**config.mk**
```make
export PLATFORM = sky130hd
export DESIGN_NAME = im_loader_flat
export DESIGN_NICKNAME = d
export VERILOG_FILES = /design/src/rtl/im_loader_if.sv /design/src/rtl/im_loader.sv /design/src/flat_wrapper.sv
export SDC_FILE = /design/constraint.sdc
export NUM_CORES = 1
export LEC_CHECK = 0
export ABC_AREA = 1
export ABC_CLOCK_PERIOD_IN_PS = 1990
export CORE_AREA = 3 3 123 125
export CTS_CLUSTER_SIZE = 14
export DETAILED_ROUTE_END_ITERATION = 8
export DIE_AREA = 0 0 126 128
export PLACE_DENSITY = 0.69
export SLEW_MARGIN = 10
export SYNTH_ARGS = -nofsm -noshare
export SYNTH_HDL_FRONTEND = slang
export SYNTH_SLANG_ARGS = --single-unit
export TNS_END_PERCENT = 100
```
**constraint.sdc**
```tcl
create_clock -name clk -period 1.99 [get_ports clk]
set_input_delay 0.2985 -clock clk [delete_from_list [all_inputs] [get_ports clk]]
set_output_delay 0.2985 -clock clk [all_outputs]
set_load 0.01 [all_outputs]
```
**src/rtl/im_loader_if.sv**
```systemverilog
// Byte-stream and instruction-memory write bundle for im_loader.
// master: loader side (takes bytes, drives writes); slave: source/memory side.
interface im_loader_if;
   logic        byte_valid;
   logic [7:0]  byte_data;
   logic        byte_ready;
   logic        we;
   logic [31:0] waddr;
   logic [31:0] wdata;

   modport master (
      input  byte_valid, byte_data,
      output byte_ready, we, waddr, wdata
   );

   modport slave (
      output byte_valid, byte_data,
      input  byte_ready, we, waddr, wdata
   );
endinterface

```
**src/rtl/im_loader.sv**
```systemverilog
// Instruction memory loader: packs big-endian bytes into words and writes them.
// Ports: clk, reset, start/num_words control, bus (bytes in, writes out), status.
module im_loader #(
   parameter int DEPTH = 30,
   parameter int CNT_W = 6
) (
   input  logic             clk,
   input  logic             reset,
   input  logic             start,
   input  logic [CNT_W-1:0] num_words,
   im_loader_if.master      bus,
   output logic             cpu_hold,
   output logic             busy,
   output logic             done,
   output logic [CNT_W-1:0] words_loaded,
   output logic [31:0]      checksum
);

   typedef enum logic [1:0] {IDLE, RECV, WRITE, DONE} state_t;

   localparam logic [CNT_W-1:0] DEPTH_W = CNT_W'(DEPTH);

   state_t           state_q, state_d;
   logic [CNT_W-1:0] idx_q, idx_d;
   logic [CNT_W-1:0] target_q, target_d;
   logic [CNT_W-1:0] loaded_q, loaded_d;
   logic [1:0]       bcnt_q, bcnt_d;
   logic [31:0]      shreg_q, shreg_d;
   logic [31:0]      waddr_q, waddr_d;
   logic [31:0]      wdata_q, wdata_d;
   logic [31:0]      csum_q, csum_d;
   logic             ready_q, ready_d;
   logic             we_q, we_d;
   logic             hold_q, hold_d;
   logic             busy_q, busy_d;
   logic             done_q, done_d;

   logic             accept;
   logic [CNT_W-1:0] idx_inc;
   logic [CNT_W-1:0] target_new;
   logic [31:0]      word_next;

   assign accept     = bus.byte_valid & ready_q;
   assign idx_inc    = idx_q + CNT_W'(1);
   assign target_new = (num_words > DEPTH_W) ? DEPTH_W : num_words;
   // Shifting left means the first byte of a word ends up in [31:24].
   assign word_next  = {shreg_q[23:0], bus.byte_data};

   always_comb begin
      state_d  = state_q;
      idx_d    = idx_q;
      target_d = target_q;
      loaded_d = loaded_q;
      bcnt_d   = bcnt_q;
      shreg_d  = shreg_q;
      waddr_d  = waddr_q;
      wdata_d  = wdata_q;
      csum_d   = csum_q;
      ready_d  = ready_q;
      we_d     = 1'b0;
      hold_d   = hold_q;
      busy_d   = busy_q;
      done_d   = done_q;
      unique case (state_q)
         IDLE, DONE: begin
            if (start) begin
               target_d = target_new;
               idx_d    = '0;
               bcnt_d   = '0;
               loaded_d = '0;
               csum_d   = '0;
               if (target_new == '0) begin
                  state_d = DONE;
                  ready_d = 1'b0;
                  busy_d  = 1'b0;
                  done_d  = 1'b1;
                  hold_d  = 1'b0;
               end else begin
                  state_d = RECV;
                  ready_d = 1'b1;
                  busy_d  = 1'b1;
                  done_d  = 1'b0;
                  hold_d  = 1'b1;
               end
            end
         end
         RECV: begin
            if (accept) begin
               shreg_d = word_next;
               bcnt_d  = bcnt_q + 2'd1;
               if (bcnt_q == 2'd3) begin
                  state_d = WRITE;
                  ready_d = 1'b0;
                  we_d    = 1'b1;
                  waddr_d = 32'(idx_q) << 2;
                  wdata_d = word_next;
               end
            end
         end
         WRITE: begin
            idx_d    = idx_inc;
            loaded_d = loaded_q + CNT_W'(1);
            csum_d   = csum_q ^ wdata_q;
            if (idx_inc == target_q) begin
               state_d = DONE;
               busy_d  = 1'b0;
               done_d  = 1'b1;
               hold_d  = 1'b0;
            end else begin
               state_d = RECV;
               ready_d = 1'b1;
            end
         end
         default: state_d = IDLE;
      endcase
   end

   always_ff @(posedge clk) begin
      if (reset) begin
         state_q  <= IDLE;
         idx_q    <= '0;
         target_q <= '0;
         loaded_q <= '0;
         bcnt_q   <= '0;
         shreg_q  <= '0;
         waddr_q  <= '0;
         wdata_q  <= '0;
         csum_q   <= '0;
         ready_q  <= 1'b0;
         we_q     <= 1'b0;
         hold_q   <= 1'b1;
         busy_q   <= 1'b0;
         done_q   <= 1'b0;
      end else begin
         state_q  <= state_d;
         idx_q    <= idx_d;
         target_q <= target_d;
         loaded_q <= loaded_d;
         bcnt_q   <= bcnt_d;
         shreg_q  <= shreg_d;
         waddr_q  <= waddr_d;
         wdata_q  <= wdata_d;
         csum_q   <= csum_d;
         ready_q  <= ready_d;
         we_q     <= we_d;
         hold_q   <= hold_d;
         busy_q   <= busy_d;
         done_q   <= done_d;
      end
   end

   assign bus.byte_ready = ready_q;
   assign bus.we         = we_q;
   assign bus.waddr      = waddr_q;
   assign bus.wdata      = wdata_q;
   assign cpu_hold       = hold_q;
   assign busy           = busy_q;
   assign done           = done_q;
   assign words_loaded   = loaded_q;
   assign checksum       = csum_q;

endmodule

```
**src/flat_wrapper.sv**
```systemverilog
// flat-port wrapper written by rule: the top's interface ports become plain ports
module im_loader_flat 
#(
   parameter int DEPTH = 30,
   parameter int CNT_W = 6
)
  (clk, reset, start, num_words, cpu_hold, busy, done, words_loaded, checksum, bus_byte_valid, bus_byte_data, bus_byte_ready, bus_we, bus_waddr, bus_wdata);
  im_loader_if bus_i ();
  input  logic clk;
  input  logic reset;
  input  logic start;
  input  logic [CNT_W-1:0] num_words;
  output logic cpu_hold;
  output logic busy;
  output logic done;
  output logic [CNT_W-1:0] words_loaded;
  output logic [31:0] checksum;
  input wire logic [$bits(bus_i.byte_valid)-1:0] bus_byte_valid;
  input wire logic [$bits(bus_i.byte_data)-1:0] bus_byte_data;
  output wire logic [$bits(bus_i.byte_ready)-1:0] bus_byte_ready;
  output wire logic [$bits(bus_i.we)-1:0] bus_we;
  output wire logic [$bits(bus_i.waddr)-1:0] bus_waddr;
  output wire logic [$bits(bus_i.wdata)-1:0] bus_wdata;
  assign bus_i.byte_valid = bus_byte_valid;
  assign bus_i.byte_data = bus_byte_data;
  assign bus_byte_ready = bus_i.byte_ready;
  assign bus_we = bus_i.we;
  assign bus_waddr = bus_i.waddr;
  assign bus_wdata = bus_i.wdata;
  im_loader #(.DEPTH(DEPTH), .CNT_W(CNT_W)) u_core (.clk(clk), .reset(reset), .start(start), .num_words(num_words), .bus(bus_i), .cpu_hold(cpu_hold), .busy(busy), .done(done), .words_loaded(words_loaded), .checksum(checksum));
endmodule
```
Word-level counts from Yosys, hierarchy flattened
Index checks and enable logic that the tools add are counted.
{ "op_classes": {"mul": 0, "muxes": 28, "n_eq_ne": 10, "n_lt_le_gt_ge": 1, "reduce_logical": 14, "n_div": 0, "n_bitwise": 4, "shift": 0, "n_addsub": 3} }
{ "op_table": {"columns": ["operator", "count"], "rows": [
  ["32-bit one-hot mux with 2 select lines", 1],
  ["32-bit two-way mux", 1],
  ["32-bit bitwise XOR", 1],
  ["6-bit one-hot mux with 2 select lines", 2],
  ["2-bit two-way mux", 7],
  ["6-bit by 1-bit adder with 6-bit output (second input constant)", 2],
  ["6-bit two-way mux", 2],
  ["3-bit AND reduction", 4],
  ["1-bit two-way mux", 10],
  ["2-bit == test (second input constant)", 3],
  ["6-bit == test", 1],
  ["6-bit by 5-bit greater-than comparator with 1-bit output (second input constant)", 1],
  ["6-bit zero test", 1],
  ["2-bit by 1-bit inequality test with 1-bit output (second input constant)", 3],
  ["2-bit one-hot mux with 3 select lines", 1],
  ["2-bit AND reduction", 3],
  ["2-bit inequality test (second input constant)", 2],
  ["1-bit one-hot mux with 2 select lines", 2],
  ["2-bit one-hot mux with 2 select lines", 1],
  ["4-bit AND reduction", 1],
  ["2-bit nonzero test", 2],
  ["1-bit one-hot mux with 3 select lines", 1],
  ["3-bit OR reduction", 1],
  ["2-bit by 1-bit adder with 2-bit output (second input constant)", 1],
  ["other kinds (5)", 6]
]} }
{ "totals": {"latch_bits": 0, "n_memories": 0, "word_cells": 74, "inputBits": 18, "rom_bits": 0, "ff_bits": 121, "mem_bits_rw": 0} }

Depth between registers and ports, before layout
Gate-level depths: netlist of run 1.
{ "depth": {"ltp_word": 6, "ltp_mapped": 13} }

Least setup slack after synthesis of run 1
OpenSTA, ideal clock, no wires.
{ "synth_path": {"path_type": "register to register", "startpoint": "register u_core.state_q[0]", "endpoint": "register u_core.loaded_q[4], in the netlist u_core.words_loaded[4]", "setup_slack_ps": 225, "synth_period_minus_slack_ps": 1765, "setup_time_ps": 115, "t_arrival_ps": 1651, "path_stages_with_launch": 12, "path_buffers": 1, "cell_sequence": "dfxtp_1 inv_1 ha_1 nand2_4 inv_8 nor2_8 clkinv_2 buf_6 and3_1 nand2_1 a21oi_1 o21a_1"} }
{ "synth_via": {"elab_chain_cells": 4} }
{ "synth_lines": {"columns": ["item", "line_no", "source"], "rows": [
  ["start, declared", "im_loader.sv:23", "state_t state_q, state_d;"],
  ["start signal, assigned", "im_loader.sv:135", "state_q <= state_d;"],
  ["2-bit == test or 2-bit zero test (tied branches)", "im_loader.sv:64", "unique case (state_q)"],
  ["2-bit OR reduction", "im_loader.sv:64", null],
  ["2-bit inequality test (no source line) or 2-bit nonzero test (tied branches)", null, null],
  ["2-bit AND reduction (no source line)", null, null],
  ["end signal, assigned", "im_loader.sv:138", "loaded_q <= loaded_d;"],
  ["end, declared", "im_loader.sv:26", "logic [CNT_W-1:0] loaded_q, loaded_d;"]
]} }
Several ways; a longest one is shown, not always the timed one.
A chain may end at the register's enable or synchronous reset.

Worst setup path after layout of run 1
{ "layout_path": {"startpoint": "register u_core.state_q[1]", "endpoint": "register u_core.wdata_q[13], in the netlist u_core.bus.wdata[13]"} }
{ "layout_via": {"elab_chain_cells": 2} }
{ "layout_lines": {"columns": ["item", "line_no", "source"], "rows": [
  ["2-bit by 1-bit == test with 1-bit output", "im_loader.sv:64", null],
  ["3-bit AND reduction (no source line)", null, null],
  ["end signal, assigned", "im_loader.sv:142", "wdata_q <= wdata_d;"],
  ["end, declared", "im_loader.sv:30", "logic [31:0] wdata_q, wdata_d;"]
]} }
Every way passes these cells.

==> flow_summary.ini, run 1 <==
[layout]
multiInputGateArea_sq_mm = 0.002076
layoutNonFillerInstCount = 927
seq_area_sq_mm = 0.002422
n_fill_cell = 1353
area_delta_synth_final_pct = 35.17
num_antenna_cells = 0
fin_nets = 758
drive_above_1_share_pct = 8.300

[clocking]
cts.sink_count = 121
clk_pin_slew_ps = 50
root_buffer = clkbuf_16
cts_tree = built
ctsHoldBuffers = 0
htreeDepth = 4
numCtsBuffers = 17
clock_latency_ps = 410
postCtsSetupRepairBufs = 0
clock_path_buffers = 2

[worst_setup_path]
crit_fanout = 12
critical_path.slowest_cell = dfxtp_1
path_class = reg2reg
cp_cell_sequence = inv_1 -> ha_1 -> inv_1 -> nor2_2 -> nand2_1 -> clkinv_1 -> buf_4 -> o21ai_0 -> a21oi_1
ff2ff_path_depth = 9
required_ps = 2260
crit_path_start_kind = register
cpPeakStageDelay_ps = 360
arrival_ps = 2070
critPathMostFrequentCell = inv_1
end_kind = register

[yosys]
synth_area_leader_cell = dfxtp_1
async_reset_ff_share_pct = 0
synth_top_family_by_area = simple AND/OR/NAND/NOR gates
synth_edf_count = 0
synthMuxAreaShare_pct = 0
synth_simple_gate_area_share_pct = 20.35
yosysMostFrequentCell = dfxtp_1
yosysTopAreaCellShare_pct = 49.06
synthTopCellsByCount = dfxtp_1, a21oi_1, nand2_1
synthFlopType = dfxtp_1
synth_seq_cells = 121
syn_area_per_cell_sq_um = 7.912
syn_area_sq_mm = 0.004937
syn_inst = 624
post_synth_fa_ha_maj_area_fraction_pct = 1.521
synth_area_leaders = dfxtp_1, a21oi_1, o21ai_0
synth_compound_area_share_pct = 18.14
synth_xor_area_share_pct = 0
ys_seq_area_share_pct = 49.06
ys_warn_count = 0
ys_types = 38

[worst_hold_path]
min_delay_path_depth = 1
hp-class = reg2reg

[run]
cap_violations = 0

[global_routing]
grt_usage_pct = 16.11
grt_pass1_wl_um = 20850
grt_start_max_net_pins = 29
antenna_found_initial = 0
overflow = 0
grt_pass1_vias = 4173

[timing]
timing.final.crit_share_pct = 90.67
finalSetupTns_ps = 0
drv_slew = 0
rsz0062_at_grt = true
period_needed_ps = 1804
setup_viol = 0
fin_skew_ps = 19.28
fin_hold_ws_ps = 458.5
finalHoldViolCount = 0
fmax_ghz = 0.5542

[routing]
drt-initial-drc-count = 240
routed_wl_um = 12570
drtPass1Iterations = 4
ant_nets = 0
post-route-drc-count = 0
via_per_inst = 4.701
wl_per_cell_um = 13.56
vias = 4358

[pwr]
switching_share_pct = 29.46
p_sw_w = 0.002021
total_power_w = 0.006858
power_density_mw_per_mm2 = 1028
leakage_nw = 2.571
p_int_w = 0.004838
vdd_ir_drop_max_v = 0.0005973
power.share.clock_pct = 41.0
power_frac_comb_pct = 20.2
p_seq_share_pct = 38.8

[status]
run_status = finished, final reports clean

[floorplan]
io_pins = 125
placementRows = 43
die_area_sq_mm = 0.01613
die_h_um = 128
coreArea_sq_mm = 0.01399
fp.dieW_um = 126
start_util_pct = 35.30

[placed_design]
io_buffers = 98
hpwlAfterDp_um = 9136
gp_congestion = 0.8440
place_inst = 895
-- critical path: cells and delay by family, from the launching register on --
kind                     cells  cell delay (ps)
buffers and inverters        4              580
flip-flops                   1              360
AND/OR/NAND/NOR              2              300
AO/OA/AOI/OAI                2              220
adder cells (fa/ha/maj)      1              210
-- cells in the final DEF (no fill, tap or decap), drive strengths merged, types with 20 or more instances in the layout --
cell type | Yosys | routed
nand2 | 78 | 78
nor3 | 20 | 20
dfxtp | 121 | 121
a21oi | 87 | 87
conb | 1 | 26
inv | 51 | 52
clkbuf | 16 | 24
o21ai | 72 | 72
clkdlybuf4s50 | 0 | 98
nand3 | 29 | 29
nor2 | 61 | 61
buf | 38 | 22
-- stage by stage --
stage          worst slack (ps)  utilization (%)  instance area, sq um
6_report                  185.7            47.71                  6674
5_1_grt                  -7.220            47.71                  6674
4_1_cts                   31.34            47.67                  6668
3_5_place_dp              43.08            43.78                  6125
3_3_place_gp              70.93            43.78                  6125
2_1_floorplan             224.9                -                  5031
-- area by class of cell --
type,instances,area share [%]
clock buffer,24,7.068
clock inverter,8,1.069
inverter,53,3.168
multi-input combinational,421,31.10
sequential,121,36.30
tap,180,3.375
timing repair buffer,120,17.92
-- layer usage --
| metal | global-route usage [%] | vias to the layer above | routed length (um) |
|---|---|---|---|
| met5 | 0 | - | 0 |
| met4 | 6.435 | 0 | 180 |
| met3 | 4.458 | 12 | 637 |
| met2 | 25.35 | 118 | 5810 |
| met1 | 21.03 | 1964 | 5946 |
| li1 | - | 2264 | - |
-- repair_timing --
item / 4_1_cts / 5_1_grt
gates resized for setup: 0 / 6
endpoints found under the setup margin: 0 / 24
hold endpoints to repair: 0 / 0
-- registers in the layout (all words and copies together), names as in the netlist, 2 cells and up --
| register | cells |
|---|---|
| u_core.shreg_q | 24 |
| u_core.bcnt_q | 2 |
| u_core.idx_q | 6 |
| u_core.words_loaded | 6 |
| u_core.state_q | 2 |
| u_core.bus.waddr | 6 |
| u_core.checksum | 32 |
| u_core.bus.wdata | 32 |
| u_core.target_q | 6 |
-- logic make-up (layout without fill, tap and decap cells) --
group                    Yosys count  after routing
AND/OR/NAND/NOR                  219            219
AO/OA/AOI/OAI                    170            170
flip-flops                       121            121
buffers and inverters            107            205
adder cells (fa/ha/maj)            6              6
other                              1             26
-- power groups by stage --
stage / Clock [W] / Combinational (W) / Sequential, W
after floorplan: 0 / 0.000940 / 0.00270
after global placement: 0 / 0.00134 / 0.00270
after detailed placement: 0 / 0.00136 / 0.00270
after CTS: 0.00287 / 0.00137 / 0.00266
after global routing: 0.00298 / 0.00156 / 0.00268
final: 0.00282 / 0.00139 / 0.00266
-- final timing paths --
kind,slack (ps),end,startpoint
worst max-delay path,190,u_core.bus.wdata[13]$_SDFFE_PP0P_,u_core.state_q[1]$_SDFFE_PP0P_
worst min-delay path,460,u_core.checksum[20]$_SDFFE_PP0P_,u_core.checksum[20]$_SDFFE_PP0P_
worst max register to register,190,u_core.bus.wdata[13]$_SDFFE_PP0P_,u_core.state_q[1]$_SDFFE_PP0P_
worst min register to register,460,u_core.checksum[20]$_SDFFE_PP0P_,u_core.checksum[20]$_SDFFE_PP0P_
Note: power is estimated with default switching activity, not from simulation.
==> inputs of run 2 (changes only) <==
--- a/config.mk
+++ b/config.mk
@@ -7,10 +7,10 @@
 export LEC_CHECK = 0
 export ABC_AREA = 1
 export ABC_CLOCK_PERIOD_IN_PS = 1990
-export CORE_AREA = 3 3 123 125
+export CORE_AREA = 4 4 124 126
 export CTS_CLUSTER_SIZE = 14
 export DETAILED_ROUTE_END_ITERATION = 8
-export DIE_AREA = 0 0 126 128
+export DIE_AREA = 0 0 128 130
 export PLACE_DENSITY = 0.69
 export SLEW_MARGIN = 10
 export SYNTH_ARGS = -nofsm -noshare
==> flow_summary.ini, run 2 (synthesis gave the netlist of run 1 again) <==
[worst_setup_path]
path_class = reg2reg
crit_path_start_kind = register
ff2ff_path_depth = 8
required_ps = 2310
arrival_ps = 2100
crit_fanout = 28
end_kind = register

[timing]
tightest_slew_ps = 531.1
drv_slew = 0
relSlewSlack_pct = 64.54
finalHoldViolCount = 0
setup_viol = 0
fin_hold_ws_ps = 445.9
timing.final.crit_share_pct = 89.81
rsz0062_at_grt = false
fin_skew_ps = 5.741
fmax_ghz = 0.5595
finalSetupTns_ps = 0
period_needed_ps = 1787

[clocking]
cts_tree = built
cts.sink_count = 121
root_buffer = clkbuf_16
clock_latency_ps = 410
clock_path_buffers = 2
postCtsSetupRepairBufs = 0
numCtsBuffers = 17
htreeDepth = 4
ctsHoldBuffers = 0
clk_pin_slew_ps = 60

[global_routing]
antenna_found_initial = 1
grt_pass1_wl_um = 20220
grt_pass1_vias = 4076
grt_usage_pct = 15.46
grt_start_max_net_pins = 50
overflow = 0

[pwr]
leakage_nw = 2.585
total_power_w = 0.007216
power_density_mw_per_mm2 = 1074
vdd_ir_drop_max_v = 0.001022

[layout]
drive_above_1_share_pct = 8.322
fin_nets = 756
num_antenna_cells = 0
layoutNonFillerInstCount = 929
area_delta_synth_final_pct = 36.14
final_common_cell = dfxtp_1
mostFrequentLayoutCells = dfxtp_1, clkdlybuf4s50_1, a21oi_1, nand2_1, o21ai_0

[floorplan]
die_area_sq_mm = 0.01664
start_util_pct = 34.49
placementRows = 44
fp.dieW_um = 128
io_pins = 125
die_h_um = 130
coreArea_sq_mm = 0.01431

[routing]
met2_length_um = 5755
wl_per_cell_um = 13.61
routed.top_layer = met5
wl_met1_um = 5770
drtPass1Iterations = 5
via_per_inst = 4.832
drt-initial-drc-count = 261
ant_nets = 0
routed_wl_um = 12650
wl_met3_um = 819
post-route-drc-count = 0
vias = 4489

[placed_design]
io_buffers = 98
place_inst = 897
hpwlAfterDp_um = 9073
gp_congestion = 0.7989

[run]
cap_violations = 0

[status]
run_status = finished, final reports clean

[worst_hold_path]
hp-class = reg2reg
min_delay_path_depth = 1
run 2: cell types whose count changed in the layout (fill, tap and decap cells not counted), sizes merged:
cell	before	now
bufinv	1	3
clkinvlp	1	0
buf	22	20
inv	52	51
clkinv	7	6
clkbuf	24	25
run 2: routing by layer:
layer / vias up / GRT usage, %
met5: - / 0
met4: 2 / 6.367
met3: 25 / 5.321
met2: 132 / 23.81
met1: 2072 / 19.90
li1: 2258 / -
run 2: stage by stage:
| step | instance area, sq um | setup WS (ps) | utilization (%) |
|---|---|---|---|
| after global routing | 6721 | 22.00 | 46.96 |
| after CTS | 6699 | 85.97 | 46.80 |
| after detailed placement | 6090 | 73.20 | 42.54 |
| after global placement | 6090 | 69.24 | 42.54 |
| final | 6721 | 202.7 | 46.96 |
| after floorplan | 5031 | 224.9 | - |
run 2: critical path: stages (launching register included):
cell	delay (ps)
dfxtp_1	410
inv_1	100
ha_1	220
inv_1	90
nor2_2	60
buf_4	200
inv_4	240
nor2_1	120
a221oi_1	250
run 2: final cells by class:
class | count | area (sq um)
clock buffers | 25 | 495.5
clock inverters | 7 | 113.9
fillers | 1402 | 7592
inverters | 53 | 210.2
multi-input cells | 421 | 2093
flip-flops and latches | 121 | 2422
well taps | 184 | 230.2
repair buffers | 118 | 1156
run 2: worst paths after layout:
kind	start	endpoint	slack [ps]
setup / recovery	u_core.state_q[1]$_SDFFE_PP0P_	u_core.bus.wdata[19]$_SDFFE_PP0P_	200
hold / removal	u_core.checksum[20]$_SDFFE_PP0P_	u_core.checksum[20]$_SDFFE_PP0P_	450
setup reg to reg	u_core.state_q[1]$_SDFFE_PP0P_	u_core.bus.wdata[19]$_SDFFE_PP0P_	200
hold reg to reg	u_core.checksum[20]$_SDFFE_PP0P_	u_core.checksum[20]$_SDFFE_PP0P_	450
run 2: what timing repair did:
action	in CTS	in global routing
resized for setup	0	6
setup endpoints to repair	0	14
endpoints found under the hold margin	0	0
run 2: where the power goes:
| group | total, W | internal [W] | switching [W] |
|---|---|---|---|
| registers | 0.00267 | 0.00257 | 0.000100 |
| clock network | 0.00315 | 0.00210 | 0.00105 |
| logic | 0.00140 | 0.000502 | 0.000902 |
